<file path="config.mk">
export PLATFORM = sky130hd
export DESIGN_NAME = lif_array
export DESIGN_NICKNAME = d
export VERILOG_FILES = /design/src/rtl/lif_pkg.sv /design/src/rtl/lif_update.sv /design/src/rtl/lif_array.sv
export SDC_FILE = /design/constraint.sdc
export NUM_CORES = 1
export LEC_CHECK = 0
export ABC_AREA = 0
export BUFFER_PORTS_ARGS = -buffer_cell sky130_fd_sc_hd__buf_2
export CAP_MARGIN = 5
export CORE_ASPECT_RATIO = 1.5
export CORE_UTILIZATION = 60
export CTS_CLUSTER_SIZE = 16
export DETAILED_ROUTE_END_ITERATION = 10
export HOLD_SLACK_MARGIN = 0.06
export MAX_ROUTING_LAYER = met4
export PLACE_DENSITY_LB_ADDON = 0.3
export SYNTH_ARGS = -nofsm -noshare
export SYNTH_HDL_FRONTEND = slang
export SYNTH_SLANG_ARGS = --single-unit
export TNS_END_PERCENT = 100
</file>
<file path="constraint.sdc">
create_clock -name clk -period 5.7 [get_ports clk]
set_clock_uncertainty 0.15 [all_clocks]
set_input_delay 0.57 -clock clk [delete_from_list [all_inputs] [get_ports clk]]
set_output_delay 0.57 -clock clk [all_outputs]
set_load 0.01 [all_outputs]
</file>
<file path="src/rtl/lif_pkg.sv">
// Shared helpers for the leaky integrate-and-fire array: leak/saturation arithmetic and width helpers.
package lif_pkg;

    localparam int DEF_NUM_NEURONS   = 4;
    localparam int DEF_REFRACT_STEPS = 2;

    function automatic int lif_cnt_w(input int refract_steps);
        return (refract_steps == 0) ? 1 : $clog2(refract_steps + 1);
    endfunction

    function automatic int lif_ptr_w(input int num_neurons);
        return (num_neurons <= 1) ? 1 : $clog2(num_neurons);
    endfunction

    localparam int CNT_W = lif_cnt_w(DEF_REFRACT_STEPS);
    localparam int PTR_W = lif_ptr_w(DEF_NUM_NEURONS);

    function automatic logic [31:0] lif_leak(input logic [31:0] s, input int shift);
        return s - (s >> shift);
    endfunction

    // Operands are at most w bits wide, so the 32-bit sum cannot overflow for w <= 31.
    function automatic logic [31:0] lif_sat_add(input logic [31:0] a, input logic [31:0] b,
                                                input int w);
        logic [31:0] sum;
        logic [31:0] max_val;
        sum     = a + b;
        max_val = (32'd1 << w) - 32'd1;
        return (sum > max_val) ? max_val : sum;
    endfunction

endpackage

</file>
<file path="src/rtl/lif_update.sv">
// Combinational single-neuron update: leak, integrate, threshold, refractory countdown.
// Saturating integration when LIF_ARRAY_SATURATE_EN is defined, modulo-2^WIDTH otherwise.
module lif_update
    import lif_pkg::*;
#(
    parameter int WIDTH         = 8,
    parameter int LEAK_SHIFT    = 3,
    parameter int REFRACT_STEPS = 2,
    parameter int CW            = lif_cnt_w(REFRACT_STEPS)
) (
    input  logic [WIDTH-1:0] s,
    input  logic [CW-1:0]    refr,
    input  logic [WIDTH-1:0] in_current,
    input  logic [WIDTH-1:0] threshold,
    output logic [WIDTH-1:0] next_s,
    output logic [CW-1:0]    next_refr,
    output logic             spike
);

    logic [31:0] leaked;
    logic [31:0] sum;

    always_comb begin
        leaked = lif_leak(32'(s), LEAK_SHIFT);
`ifdef LIF_ARRAY_SATURATE_EN
        sum = lif_sat_add(32'(in_current), leaked, WIDTH);
`else
        sum = 32'(in_current) + leaked;
`endif
    end

    always_comb begin
        next_s    = '0;
        next_refr = refr;
        spike     = 1'b0;
        if (refr != '0) begin
            next_refr = refr - CW'(1);
        end else if (s >= threshold) begin
            spike     = 1'b1;
            next_refr = CW'(REFRACT_STEPS);
        end else begin
            next_s = WIDTH'(sum);
        end
    end

endmodule

</file>
<file path="src/rtl/lif_array.sv">
// Time-multiplexed LIF neuron array: one shared update datapath, one spike vector per sweep.
// Optional saturating integration via the LIF_ARRAY_SATURATE_EN macro (wraps when undefined).
module lif_array
    import lif_pkg::*;
#(
    parameter int WIDTH         = 8,
    parameter int NUM_NEURONS   = 4,
    parameter int LEAK_SHIFT    = 3,
    parameter int REFRACT_STEPS = 2
) (
    input  logic                   clk,
    input  logic                   rst,
    input  logic [WIDTH-1:0]       cfg_threshold,
    input  logic                   in_valid,
    output logic                   in_ready,
    input  logic [WIDTH-1:0]       in_current,
    output logic                   out_valid,
    input  logic                   out_ready,
    output logic [NUM_NEURONS-1:0] out_spikes
);

    localparam int CW = lif_cnt_w(REFRACT_STEPS);
    localparam int PW = lif_ptr_w(NUM_NEURONS);

    logic [WIDTH-1:0]       state_q [NUM_NEURONS];
    logic [WIDTH-1:0]       state_d [NUM_NEURONS];
    logic [CW-1:0]          refr_q  [NUM_NEURONS];
    logic [CW-1:0]          refr_d  [NUM_NEURONS];
    logic [NUM_NEURONS-2:0] pend_q, pend_d;
    logic [PW-1:0]          ch_ptr_q, ch_ptr_d;
    logic                   out_valid_q, out_valid_d;
    logic [NUM_NEURONS-1:0] out_spikes_q, out_spikes_d;

    logic [WIDTH-1:0] upd_s;
    logic [CW-1:0]    upd_refr;
    logic             upd_spike;
    logic             accept;
    logic             last_ch;

    assign in_ready   = !out_valid_q || out_ready;
    assign accept     = in_valid && in_ready;
    assign last_ch    = (ch_ptr_q == PW'(NUM_NEURONS - 1));
    assign out_valid  = out_valid_q;
    assign out_spikes = out_spikes_q;

    lif_update #(
        .WIDTH        (WIDTH),
        .LEAK_SHIFT   (LEAK_SHIFT),
        .REFRACT_STEPS(REFRACT_STEPS),
        .CW           (CW)
    ) u_update (
        .s         (state_q[ch_ptr_q]),
        .refr      (refr_q[ch_ptr_q]),
        .in_current(in_current),
        .threshold (cfg_threshold),
        .next_s    (upd_s),
        .next_refr (upd_refr),
        .spike     (upd_spike)
    );

    // A vector loaded on the last channel overrides a drain in the same cycle.
    always_comb begin
        state_d      = state_q;
        refr_d       = refr_q;
        pend_d       = pend_q;
        ch_ptr_d     = ch_ptr_q;
        out_valid_d  = out_valid_q;
        out_spikes_d = out_spikes_q;
        if (out_valid_q && out_ready) begin
            out_valid_d = 1'b0;
        end
        if (accept) begin
            state_d[ch_ptr_q] = upd_s;
            refr_d[ch_ptr_q]  = upd_refr;
            if (last_ch) begin
                ch_ptr_d     = '0;
                out_spikes_d = {upd_spike, pend_q};
                out_valid_d  = 1'b1;
                pend_d       = '0;
            end else begin
                pend_d[ch_ptr_q] = upd_spike;
                ch_ptr_d         = ch_ptr_q + PW'(1);
            end
        end
    end

    always_ff @(posedge clk or posedge rst) begin
        if (rst) begin
            state_q      <= '{default: '0};
            refr_q       <= '{default: '0};
            pend_q       <= '0;
            ch_ptr_q     <= '0;
            out_valid_q  <= 1'b0;
            out_spikes_q <= '0;
        end else begin
            state_q      <= state_d;
            refr_q       <= refr_d;
            pend_q       <= pend_d;
            ch_ptr_q     <= ch_ptr_d;
            out_valid_q  <= out_valid_d;
            out_spikes_q <= out_spikes_d;
        end
    end

endmodule
</file>
; Word level (Yosys, flattened, before mapping)
; Index checks and enable logic that the tools add are counted.
[op_classes]
n_addsub = 4
order_cmp = 5
n_eq_ne = 1
mux = 26
n_bitwise = 1
reduce_logical = 8
[ops]
columns = cell, n
row1 = 8-bit two-way mux, 5
row2 = 32-bit bitwise mux, 1
row3 = 8-bit binary-select mux with 2-bit select, 1
row4 = 8-bit demux with 2-bit select, 1
row5 = 2-bit two-way mux, 6
row6 = 8-bit adder, 1
row7 = 8-bit bitwise mux, 1
row8 = 8-bit >= comparator, 1
row9 = 8-bit by 5-bit subtractor with 8-bit output, 1
row10 = 1-bit two-way mux, 6
row11 = 2-bit binary-select mux with 2-bit select, 1
row12 = 2-bit demux with 2-bit select, 1
row13 = 1-bit logical AND, 4
row14 = 3-bit bitwise mux, 1
row15 = 3-bit >= comparator (second input constant), 1
row16 = 2-bit by 3-bit < comparator with 1-bit output (second input constant), 1
row17 = 3-bit by 1-bit < comparator with 1-bit output (second input constant), 1
row18 = 3-bit two-way mux, 1
row19 = 2-bit inverter with 3-bit output, 1
row20 = 2-bit by 1-bit adder with 2-bit output (second input constant), 1
row21 = 1-bit demux with 2-bit select, 1
row22 = 2-bit == test (second input constant), 1
row23 = 2-bit by 1-bit >= comparator with 1-bit output (second input constant), 1
row24 = 2-bit AND reduction, 1
row25 = other kinds (4), 4
[totals]
reg_bits = 50
inputBits = 20
output_inout_bits = 6
word_cells = 57

; Logic depth before layout (Yosys ltp)
; Gate-level depths: netlist of the first run.
[logic_depth]
word_depth = 9
mapped_depth = 12
ltp_nobuf = 11

; Modules after synthesis
; A second synthesis of the first run with hierarchy kept.
[unflattened]
hier_cells = 249
hier_area_um2 = 3056.7
[modules_own_cells]
columns = mod, n_inst, cells_per_inst, area_each_um2, seq_area_each_um2
row1 = lif_array, 1, 139, 2288.4, 1251.2
row2 = lif_update, 1, 110, 768.2, 0.0

; Worst setup path after synthesis of the first run
; No wires, ideal clock.
[synth_path]
kind = register -> register
startpoint = reg ch_ptr_q[0]
endpoint = reg state_q[6] (netlist name)
setup_ns = 0.125
t_arrival_ns = 3.220
t_required_ns = 5.425
slack_ns = 2.205
path_stages_with_launch = 11
n_path_buf = 1
period_less_slack_ns = 3.495
path_cell_list = dfrtp_1 > buf_6 > mux4_1 > fa_1 > inv_1 > fa_1 > a21o_1 > a31oi_1 > mux2i_1 > a31oi_2 > mux2_2
[synth_via]
elab_chain_len = 9
elab_cells_between_ends = 19
cone_classes = add/sub (2) / order compare (3) / mux (11) / bitwise (1) / reduce/logical (2)
[synth_lines]
columns = item, line_no
row1 = "start, declared", lif_array.sv:30  ; logic [PW-1:0] ch_ptr_q, ch_ptr_d;
row2 = "start signal, assigned", lif_array.sv:99  ; ch_ptr_q <= ch_ptr_d;
row3 = 2-bit inverter with 3-bit output (implied by the code) (*), "lif_array.sv:52, lif_array.sv:53, lif_array.sv:73"
row4 = 8-bit binary-select mux with 2-bit select, lif_array.sv:52  ; .s (state_q[ch_ptr_q]),
row5 = 8-bit two-way mux (implied by the code) (2 in series), lif_array.sv:52
row6 = 8-bit by 5-bit subtractor with 8-bit output, lif_pkg.sv:19  ; return s - (s >> shift);
row7 = 8-bit adder, lif_update.sv:28  ; sum = 32'(in_current) + leaked;
row8 = 8-bit two-way mux, lif_update.sv:38  ; end else if (s >= threshold) begin
row9 = 8-bit two-way mux, lif_update.sv:36  ; if (refr != '0) begin
row10 = 32-bit bitwise mux (*), lif_array.sv:73  ; state_d[ch_ptr_q] = upd_s;
row11 = "end signal, assigned", lif_array.sv:96  ; state_q <= state_d;
row12 = "end, declared", lif_array.sv:25  ; logic [WIDTH-1:0] state_q [NUM_NEURONS];
; Every way passes the cells marked *; elsewhere a longest branch is shown, timed or not. The select of a mux whose other input is x is not followed.
; A chain may end at the register's enable or synchronous reset.

; Worst setup path after layout of the first run
[layout_path]
startpoint = reg ch_ptr_q[0]
endpoint = reg state_q[14] (netlist name)
; The elaborated chain is that of the path after synthesis.

==> metrics, run 1 <==
initial antenna violation count 0; Worst-Skew Late Latency 0.31 ns; sequential share of the synthesized area 0.418; syn avg cell area 11.8 um^2; DRC Markers 0; Syn. warnings 0; Multi-input gate area 1570 um^2; RSZ-0062 raised after global routing no; clock sinks 50; Primary FF master, synth dfrtp_1; wire per inst 16.2 um; filler cell count 377; first-pass GRT wire length 9.33 mm; I/O pins 26; top cells by count, synth dfrtp_1, inv_1, mux2_2, ha_1, nand2_1; #FFs+latches synth 50; Setup crit end state_q[14]; Worst setup EP type flip-flop; router iterations before antenna repair 4; CORE AREA 4810 um^2; DR iter-0 viols 35; die height 88.6 um; largest net degree at the start of global routing 51; die footprint 5290 um^2; CP arrival 4.00 ns; CP max FO 13; Synth cell types 47; Placer Congestion 0.793; Synth area leader dfrtp_1; Slew headroom 0.327; vias in the first global route 2048; final WL 5.60 mm; fin util 0.678; P&R area growth vs syn 8.85%; CTS Hold Bufs 0; buffer count from post-CTS setup fixing 0; Synth area leaders dfrtp_1, mux2_2, ha_1; post-synthesis cell area 3000 um^2; Detailed Place HPWL 4.14 mm; Synth top area share 0.418; antenna-violating nets left 0; TNS Setup 0 ns; status finished clean; Critical Path Start ch_ptr_q[0]; grt ovf 0; die extent in x 59.7 um; Final nets 325; Startpoint Class flip-flop; initial cell density of the core 0.623; Setup CP Type reg2reg; GR Util All Layers 0.253; Final Cycle Share 0.695; root buffer cell clkbuf_8; count of final setup violators 0; CTS Buffer Depth 2; HP Class reg2reg; port bufs 25; Gate Count Post-Synth 253; Hold Vio Cnt, Final 0; post-cts resize count 0; fmax 253 MHz; Final Critical Period 3.96 ns; Synth Net Count 300; CTS buffer count 5; Required @ worst endpoint 5.74 ns; Post-synth EDFFs 0; most frequent cell after synthesis dfrtp_1; # Max-Cap Violations 0; Synth async-reset ratio 1.00; clock transition at the registers of the reported paths 0.09 ns; layout cells sized above 1 0.283; reg2reg start ch_ptr_q[0]; FF-to-FF setup slack 1.74 ns; RR Endpoint state_q[14]; routed via count 1966; Via density 5.70; H-Tree Depth 2; flip-flop and latch area 1250 um^2; cells on worst reg2reg path 9; FP Rows 31; Slew Limit Fails 0; antenna diode count 0; slew of the pin with the lowest slew margin 1.01 ns; CTS tree yes
[worst min-delay path by stage]
stage                             end  cells past startpoint  slack [ns]        start
after floorplan           state_q[23]                      2        0.28  state_q[23]
after CTS                 state_q[23]                      2        0.33  state_q[23]
after detailed placement  state_q[23]                      2        0.31  state_q[23]
after global placement    state_q[15]                      2        0.30  state_q[15]
after global routing      state_q[31]                      2        0.34  state_q[31]
final                     state_q[23]                      2        0.32  state_q[23]
[layout make-up]
cell class / instances / area share
Multi-Input combinational cell: 158 / 0.480
Clock inverter: 2 / 0.00384
Tap cell: 66 / 0.0253
Clock buffer: 6 / 0.0253
Inverter: 38 / 0.0437
Sequential cell: 50 / 0.384
Timing Repair Buffer: 25 / 0.0384
[cell usage in the layout (no fill, tap or decap), drive strengths merged, types with 3 or more instances in the layout]
cell	Yosys	routed
inv	38	38
nand2	22	22
dfrtp	50	50
a31oi	3	3
o21ai	12	12
nand2b	3	3
ha	22	22
mux4	10	10
nor3	5	5
nor2	4	4
fa	5	5
buf	7	25
o41ai	4	4
a21oi	4	4
a21o	3	3
mux2	31	31
clkbuf	0	6
[cell families after synthesis]
group / after synthesis / share of synthesized area
AND/OR/NAND/NOR: 45 / 0.0827
buffers and inverters: 45 / 0.0601
adder cells (fa/ha/maj): 27 / 0.125
multiplexers: 43 / 0.203
flip-flops: 50 / 0.418
AO/OA/AOI/OAI: 39 / 0.0994
XOR/XNOR: 4 / 0.0117
[layer usage]
layer	track usage	vias to the layer above	part of all wire
li1	-	939	-
met2	0.422	52	0.53
met5	-	-	0
met3	0.0380	13	0.033
met4	0.131	0	0.031
met1	0.290	962	0.41
[stage by stage]
stage	area, um^2	hold WS [ns]	worst slack, ns	instances
6_report	3260	0.324	1.74	345
5_1_grt	3260	0.343	1.56	345
4_1_cts	3260	0.327	1.72	345
3_5_place_dp	3170	0.307	1.75	337
3_3_place_gp	3170	0.298	1.82	337
2_1_floorplan	3000	0.285	2.20	253
[flip-flops by register name, indices dropped and copies added, names as in the netlist]
name / cells
refr_q: 8
ch_ptr_q: 2
out_spikes: 4
pend_q: 3
state_q: 32
out_valid: 1
[critical path, stage by stage, from the launching register on]
cell and delay, ns:
dfrtp_1 0.77, mux4_1 0.71, fa_1 0.53, inv_1 0.07
fa_1 0.45, a21o_1 0.19, a31oi_1 0.28, mux2i_1 0.26
a31oi_2 0.14, mux2_2 0.30
Power of run 1 is left out: the tool's default activity adds up to more than one toggle a clock period on the data nets, which glitch-free logic cannot reach.
==> run 2: changes to the inputs <==
- ABC_AREA: 0 -> 1
- clock period: 5.7 -> 3.73 ns (I/O delays scaled with it)
==> run 2 against run 1 <==
  * Global-route usage is 3.8 points higher
  * Maximum frequency grew 20%
  * Count of clock-buffer cells in the layout did not move
  * Routed wire length rose by 28%
  * Setup slack got worse by 1.3 ns
  * Final area is 3.8% higher
  * First-iteration DRC count grew to 4.1 times the previous value
  * Core utilization fell by 1.8 points
  * Largest cell class unchanged
  * Highest routed layer unchanged
==> metrics, run 2 <==
Post-synth EDFFs 0 (unchanged); Detailed Place HPWL 5.10 mm (+23%); largest net degree at the start of global routing 51 (unchanged); # Max-Cap Violations 0 (unchanged); post-synthesis cell area 3160 um^2 (+5.6%); vias in the first global route 2628 (+28%); count of final setup violators 0 (unchanged); P&R area growth vs syn 6.96%; largest family of logic cells by synthesized area simple AND/OR/NAND/NOR gates; grt ovf 0 (unchanged); Worst-Skew Late Latency 0.30 ns (about the same); Synth async-reset ratio 1.00 (unchanged); Synth cell types 26 (-45%); fin util 0.660 (-0.0178); DRC Markers 0 (unchanged); post-cts resize count 0 (unchanged); buffer count from post-CTS setup fixing 0 (unchanged); CORE AREA 5120 um^2 (+6.6%); Synth area leader dfrtp_1; I/O pins 26 (unchanged); Hold Vio Cnt, Final 0 (unchanged); Setup CP Type reg2reg; H-Tree Depth 2 (unchanged); Biggest register state_q; antenna-violating nets left 0 (unchanged); CTS buffer count 5 (unchanged); Simple-Gate Fraction of Synth Area 0.314 (+0.231); Slew Limit Fails 0 (unchanged); CP max FO 20 (+7); most common cell after layout, fill and taps aside nand2_1; Synth Net Count 464 (+55%); initial cell density of the core 0.617 (-0.00562); multiplexer share of the synthesized area 0 (-0.203); status finished clean; die footprint 5570 um^2 (+5.4%); Placer Congestion 0.967 (+22%); compound-cell area share of the yosys netlist 0.0589 (-0.0405); CTS Buffer Depth 2 (unchanged); Worst setup EP type flip-flop; layout cells sized above 1 0.118 (-0.165); router iterations before antenna repair 4 (unchanged); TNS Setup 0 ns (unchanged); clock transition at the registers of the reported paths 0.09 ns (about the same); port bufs 25 (unchanged); first-pass GRT wire length 11.7 mm (+25%); syn avg cell area 7.59 um^2 (-36%); die extent in x 61.3 um (+2.7%); routed via count 2778 (+41%); CP arrival 3.38 ns (-0.62 ns); HP Class in2async; Synth area leaders dfrtp_1, nand2_1, ha_1; sequential share of the synthesized area 0.395 (-0.0221); Post-Synth Adder-Cell Area 0.119 (-0.00664); max FFs per register 32 (unchanged); DR iter-0 viols 145 (+310%); die height 90.9 um (+2.7%); clock sinks 50 (unchanged); Final Cycle Share 0.883 (+0.188); antenna diode count 0 (unchanged); RSZ-0062 raised after global routing no; slew of the pin with the lowest slew margin 1.03 ns (+0.0241 ns); Required @ worst endpoint 3.81 ns (-1.93 ns); GR Util All Layers 0.291 (+0.0375); Slew headroom 0.311 (-0.0161); Gate Count Post-Synth 417 (+65%); Primary FF master, synth dfrtp_1; FP Rows 32 (+3.2%); root buffer cell clkbuf_8; Syn. warnings 0 (unchanged); most frequent cells in the layout nand2_1, inv_1, dfrtp_1; final WL 7.16 mm (+28%); CTS Hold Bufs 0 (unchanged); top cells by count, synth nand2_1, inv_1, dfrtp_1, nand3_1, ha_1; Via density 5.48 (-3.8%); fmax 304 MHz (+20%); CTS tree yes; Startpoint Class flip-flop; wire per inst 14.1 um (-13%); most frequent cell after synthesis nand2_1; post-synthesis xor/xnor area fraction 0.00830 (-0.00339); Final nets 485 (+49%); Final Critical Period 3.29 ns (-0.667 ns); initial antenna violation count 0 (unchanged); #FFs+latches synth 50 (unchanged); Synth top area share 0.395 (-0.0221)
[run 2: cell count changes in the layout (fill, tap and decap cells not counted), moves of 4 or more]
cell	delta
a21oi_1	+9
nand2_2	+6
inv_2	+4
mux4_1	-4
a32oi_1	+6
nor2_1	+5
mux4_2	-6
o41ai_1	-4
inv_1	+17
mux2_2	-31
nand3_1	+46
nand2_1	+136
[run 2: path summary, 6_finish.rpt]
| check | startpoint | to | slack [ns] | cells past startpoint |
|---|---|---|---|---|
| max | ch_ptr_q[1] | state_q[30] | 0.44 | 14 |
| min | rst | out_valid | 0.15 | 2 |
| max reg2reg | ch_ptr_q[1] | state_q[30] | 0.44 | 14 |
| min reg2reg | out_spikes[1] | out_spikes[1] | 0.33 | 2 |
| max in group asynchronous | rst | state_q[21] | 2.62 | 2 |
| min in group clk | out_ready | out_valid | 0.19 | 4 |
[run 2: metrics by stage]
step	cells	hold slack, ns	setup WS, ns	cell area (um^2)
final	507	0.152	0.438	3380
after global routing	507	0.233	0.210	3380
after CTS	507	0.184	0.442	3380
after detailed placement	499	0.315	0.463	3300
after global placement	499	0.309	0.507	3300
after floorplan	417	0.299	0.775	3160
[run 2: logic make-up after synthesis]
logic type / Yosys count
buffers and inverters: 76
DFF: 50
and+or+nand+nor: 230
xor gates and xnor gates: 3
adders and majority gates: 27
AOI/OAI and AO/OA: 31
[run 2: worst max-delay path, stage by stage (launching register included)]
cell and delay [ns]:
dfrtp_1 0.46, inv_2 0.32, a21oi_1 0.08, a32oi_1 0.40
inv_1 0.11, fa_1 0.49, inv_1 0.04, ha_1 0.33
nand2_1 0.08, or2_2 0.31, nand3_1 0.07, nand2_1 0.05
nand2_1 0.13, nand3_1 0.09, nand2_1 0.09
[run 2: metal layers]
| metal | track usage | share of wire |
|---|---|---|
| met5 | - | 0 |
| met4 | 0.159 | 0.039 |
| met3 | 0.0342 | 0.044 |
| met2 | 0.447 | 0.49 |
| met1 | 0.363 | 0.43 |
[run 2: cell type report]
class	instances	area [um^2]
clock buffer	6	72.6
clock inverter	2	13.8
fill	452	1740
inverter	62	233
multi-input combinational	291	1580
sequential	50	1250
tap	68	85.1
timing repair buffer	28	148
Power of run 2 is left out for the same reason.
==> run 3: changes to the inputs <==
- CORE_ASPECT_RATIO: 1.5 -> 0.9
- CORE_UTILIZATION: 60 -> 55
==> run 3 against run 2 <==
  * Via count decreased by 0.50%
  * Final area up 0.44%
  * Core utilization shrank 2.9 points
  * Register-to-register slack gained 0.05 ns
  * Critical path depth did not move
  * Count of clock-buffer cells in the layout did not move
  * Sequential cell count did not move
  * Sequential share of layout area is 0.16 points lower
  * Critical endpoint is now state_q[6]
==> metrics, run 3 (synthesized netlist as in run 2, its figures left out) <==
Final nets 484 (-0.21%); clock transition at the registers of the reported paths 0.10 ns (about the same); slew of the pin with the lowest slew margin 1.04 ns (+0.00849 ns); final WL 7.35 mm (+2.8%); post-cts resize count 0 (unchanged); RSZ-0062 raised after global routing no; Slew Limit Fails 0 (unchanged); H-Tree Depth 2 (unchanged); die footprint 6060 um^2 (+8.7%); fmax 309 MHz (+1.7%); clock sinks 50 (unchanged); wire per inst 14.6 um (+3.2%); Required @ worst endpoint 3.84 ns (+0.03 ns); Max stage delay on crit path 0.49 ns (about the same); most common cell after layout, fill and taps aside nand2_1; first-pass GRT wire length 12.0 mm (+2.4%); Detailed Place HPWL 5.16 mm (+1.3%); routed via count 2764 (-0.50%); antenna-violating nets left 0 (unchanged); busiest layer in global routing met2; die extent in x 82.0 um (+34%); die height 74.0 um (-19%); P&R area growth vs syn 7.43%; layout cells sized above 1 0.116 (-0.00201); CTS tree yes; CP cell instances inv_2 -> nand2_1 -> a32oi_1 -> inv_1 -> fa_1 -> inv_1 -> ha_1 -> nand2_1 -> or2_2 -> nand3_1 -> nand2_1 -> nand2_1 -> nand3_1 -> nand2_1; Hold Vio Cnt, Final 0 (unchanged); initial cell density of the core 0.588 (-0.0293); HP Class in2async; count of final setup violators 0 (unchanged); status finished clean; CP arrival 3.35 ns (-0.03 ns); I/O pins 26 (unchanged); Startpoint Class flip-flop; CP max stage cell fa_1; Slew headroom 0.304 (-0.00722); Setup CP Type reg2reg; most frequent cells in the layout nand2_1, inv_1, dfrtp_1; root buffer cell clkbuf_8; CTS Buffer Depth 2 (unchanged); FP Rows 25 (-22%); CTS buffer count 5 (unchanged); flip-flop and latch area 1250 um^2 (unchanged); largest net degree at the start of global routing 51 (unchanged); Biggest register state_q; buffer count from post-CTS setup fixing 0 (unchanged); Crit path max-delay family simple AND/OR/NAND/NOR gates; Final Critical Period 3.24 ns (-0.0549 ns); Worst-Skew Late Latency 0.31 ns (about the same); Via density 5.47 (-0.11%); Bufs and invs on worst path 3 (unchanged); CORE AREA 5380 um^2 (+5.0%); vias in the first global route 2493 (-5.1%); grt ovf 0 (unchanged); CTS Hold Bufs 0 (unchanged); DR iter-0 viols 252 (+74%); grt met1 use 0.378 (+0.0152); Final Cycle Share 0.868 (-0.0147); grt met2 use 0.419 (-0.0287); port bufs 25 (unchanged); router iterations before antenna repair 5 (+1); antenna diode count 0 (unchanged); Worst setup EP type flip-flop; DRC Markers 0 (unchanged); CP max FO 24 (+20%); initial antenna violation count 0 (unchanged); met3 Use GR 0.0552 (+0.0210); Multi-input gate area 1580 um^2 (unchanged); Placer Congestion 0.905 (-6.3%); CP dominant cell by count nand2_1; TNS Setup 0 ns (unchanged); filler cell count 464 (+2.7%); max FFs per register 32 (unchanged); GR Util All Layers 0.278 (-0.0128); # Max-Cap Violations 0 (unchanged)
## run 3: cell count changes in the layout (fill, tap and decap cells not counted), sizes merged
cell and change:
buf -1, bufinv +1, clkinv -2, clkinvlp +1
## run 3: metal layers
layer / share of wire / vias up
li1: - / 1347
met1: 0.46 / 1286
met2: 0.45 / 117
met3: 0.078 / 14
met4: 0.018 / 0
met5: 0 / -
## run 3: worst paths after layout
check / end / slack, ns / from / cells after the start
max: state_q[6] / 0.49 / ch_ptr_q[0] / 14
min: refr_q[2] / 0.15 / rst / 2
max reg2reg: state_q[6] / 0.49 / ch_ptr_q[0] / 14
min reg2reg: out_spikes[2] / 0.33 / out_spikes[2] / 2
max in group asynchronous: state_q[28] / 2.66 / rst / 2
min in group clk: out_valid / 0.21 / out_ready / 4
## run 3: final cells by class
type / count / share of cell area
multi-input cells: 291 / 0.465
flip-flops and latches: 50 / 0.368
inverters: 62 / 0.0685
repair buffers: 27 / 0.0412
well taps: 67 / 0.0247
clock buffers: 6 / 0.0213
clock inverters: 2 / 0.0110
## run 3: per-stage QoR
stage / instances / instance area [um^2] / worst slack (ns) / hold slack, ns / util
detailed placement: 497 / 3290 / 0.551 / 0.312 / 0.611
finish: 505 / 3400 / 0.493 / 0.148 / 0.632
CTS: 505 / 3400 / 0.513 / 0.194 / 0.632
global route: 505 / 3400 / 0.254 / 0.214 / 0.632
floorplan: 417 / 3160 / 0.775 / 0.299 / -
global placement: 497 / 3290 / 0.600 / 0.302 / 0.611
Power of run 3 is left out for the same reason.
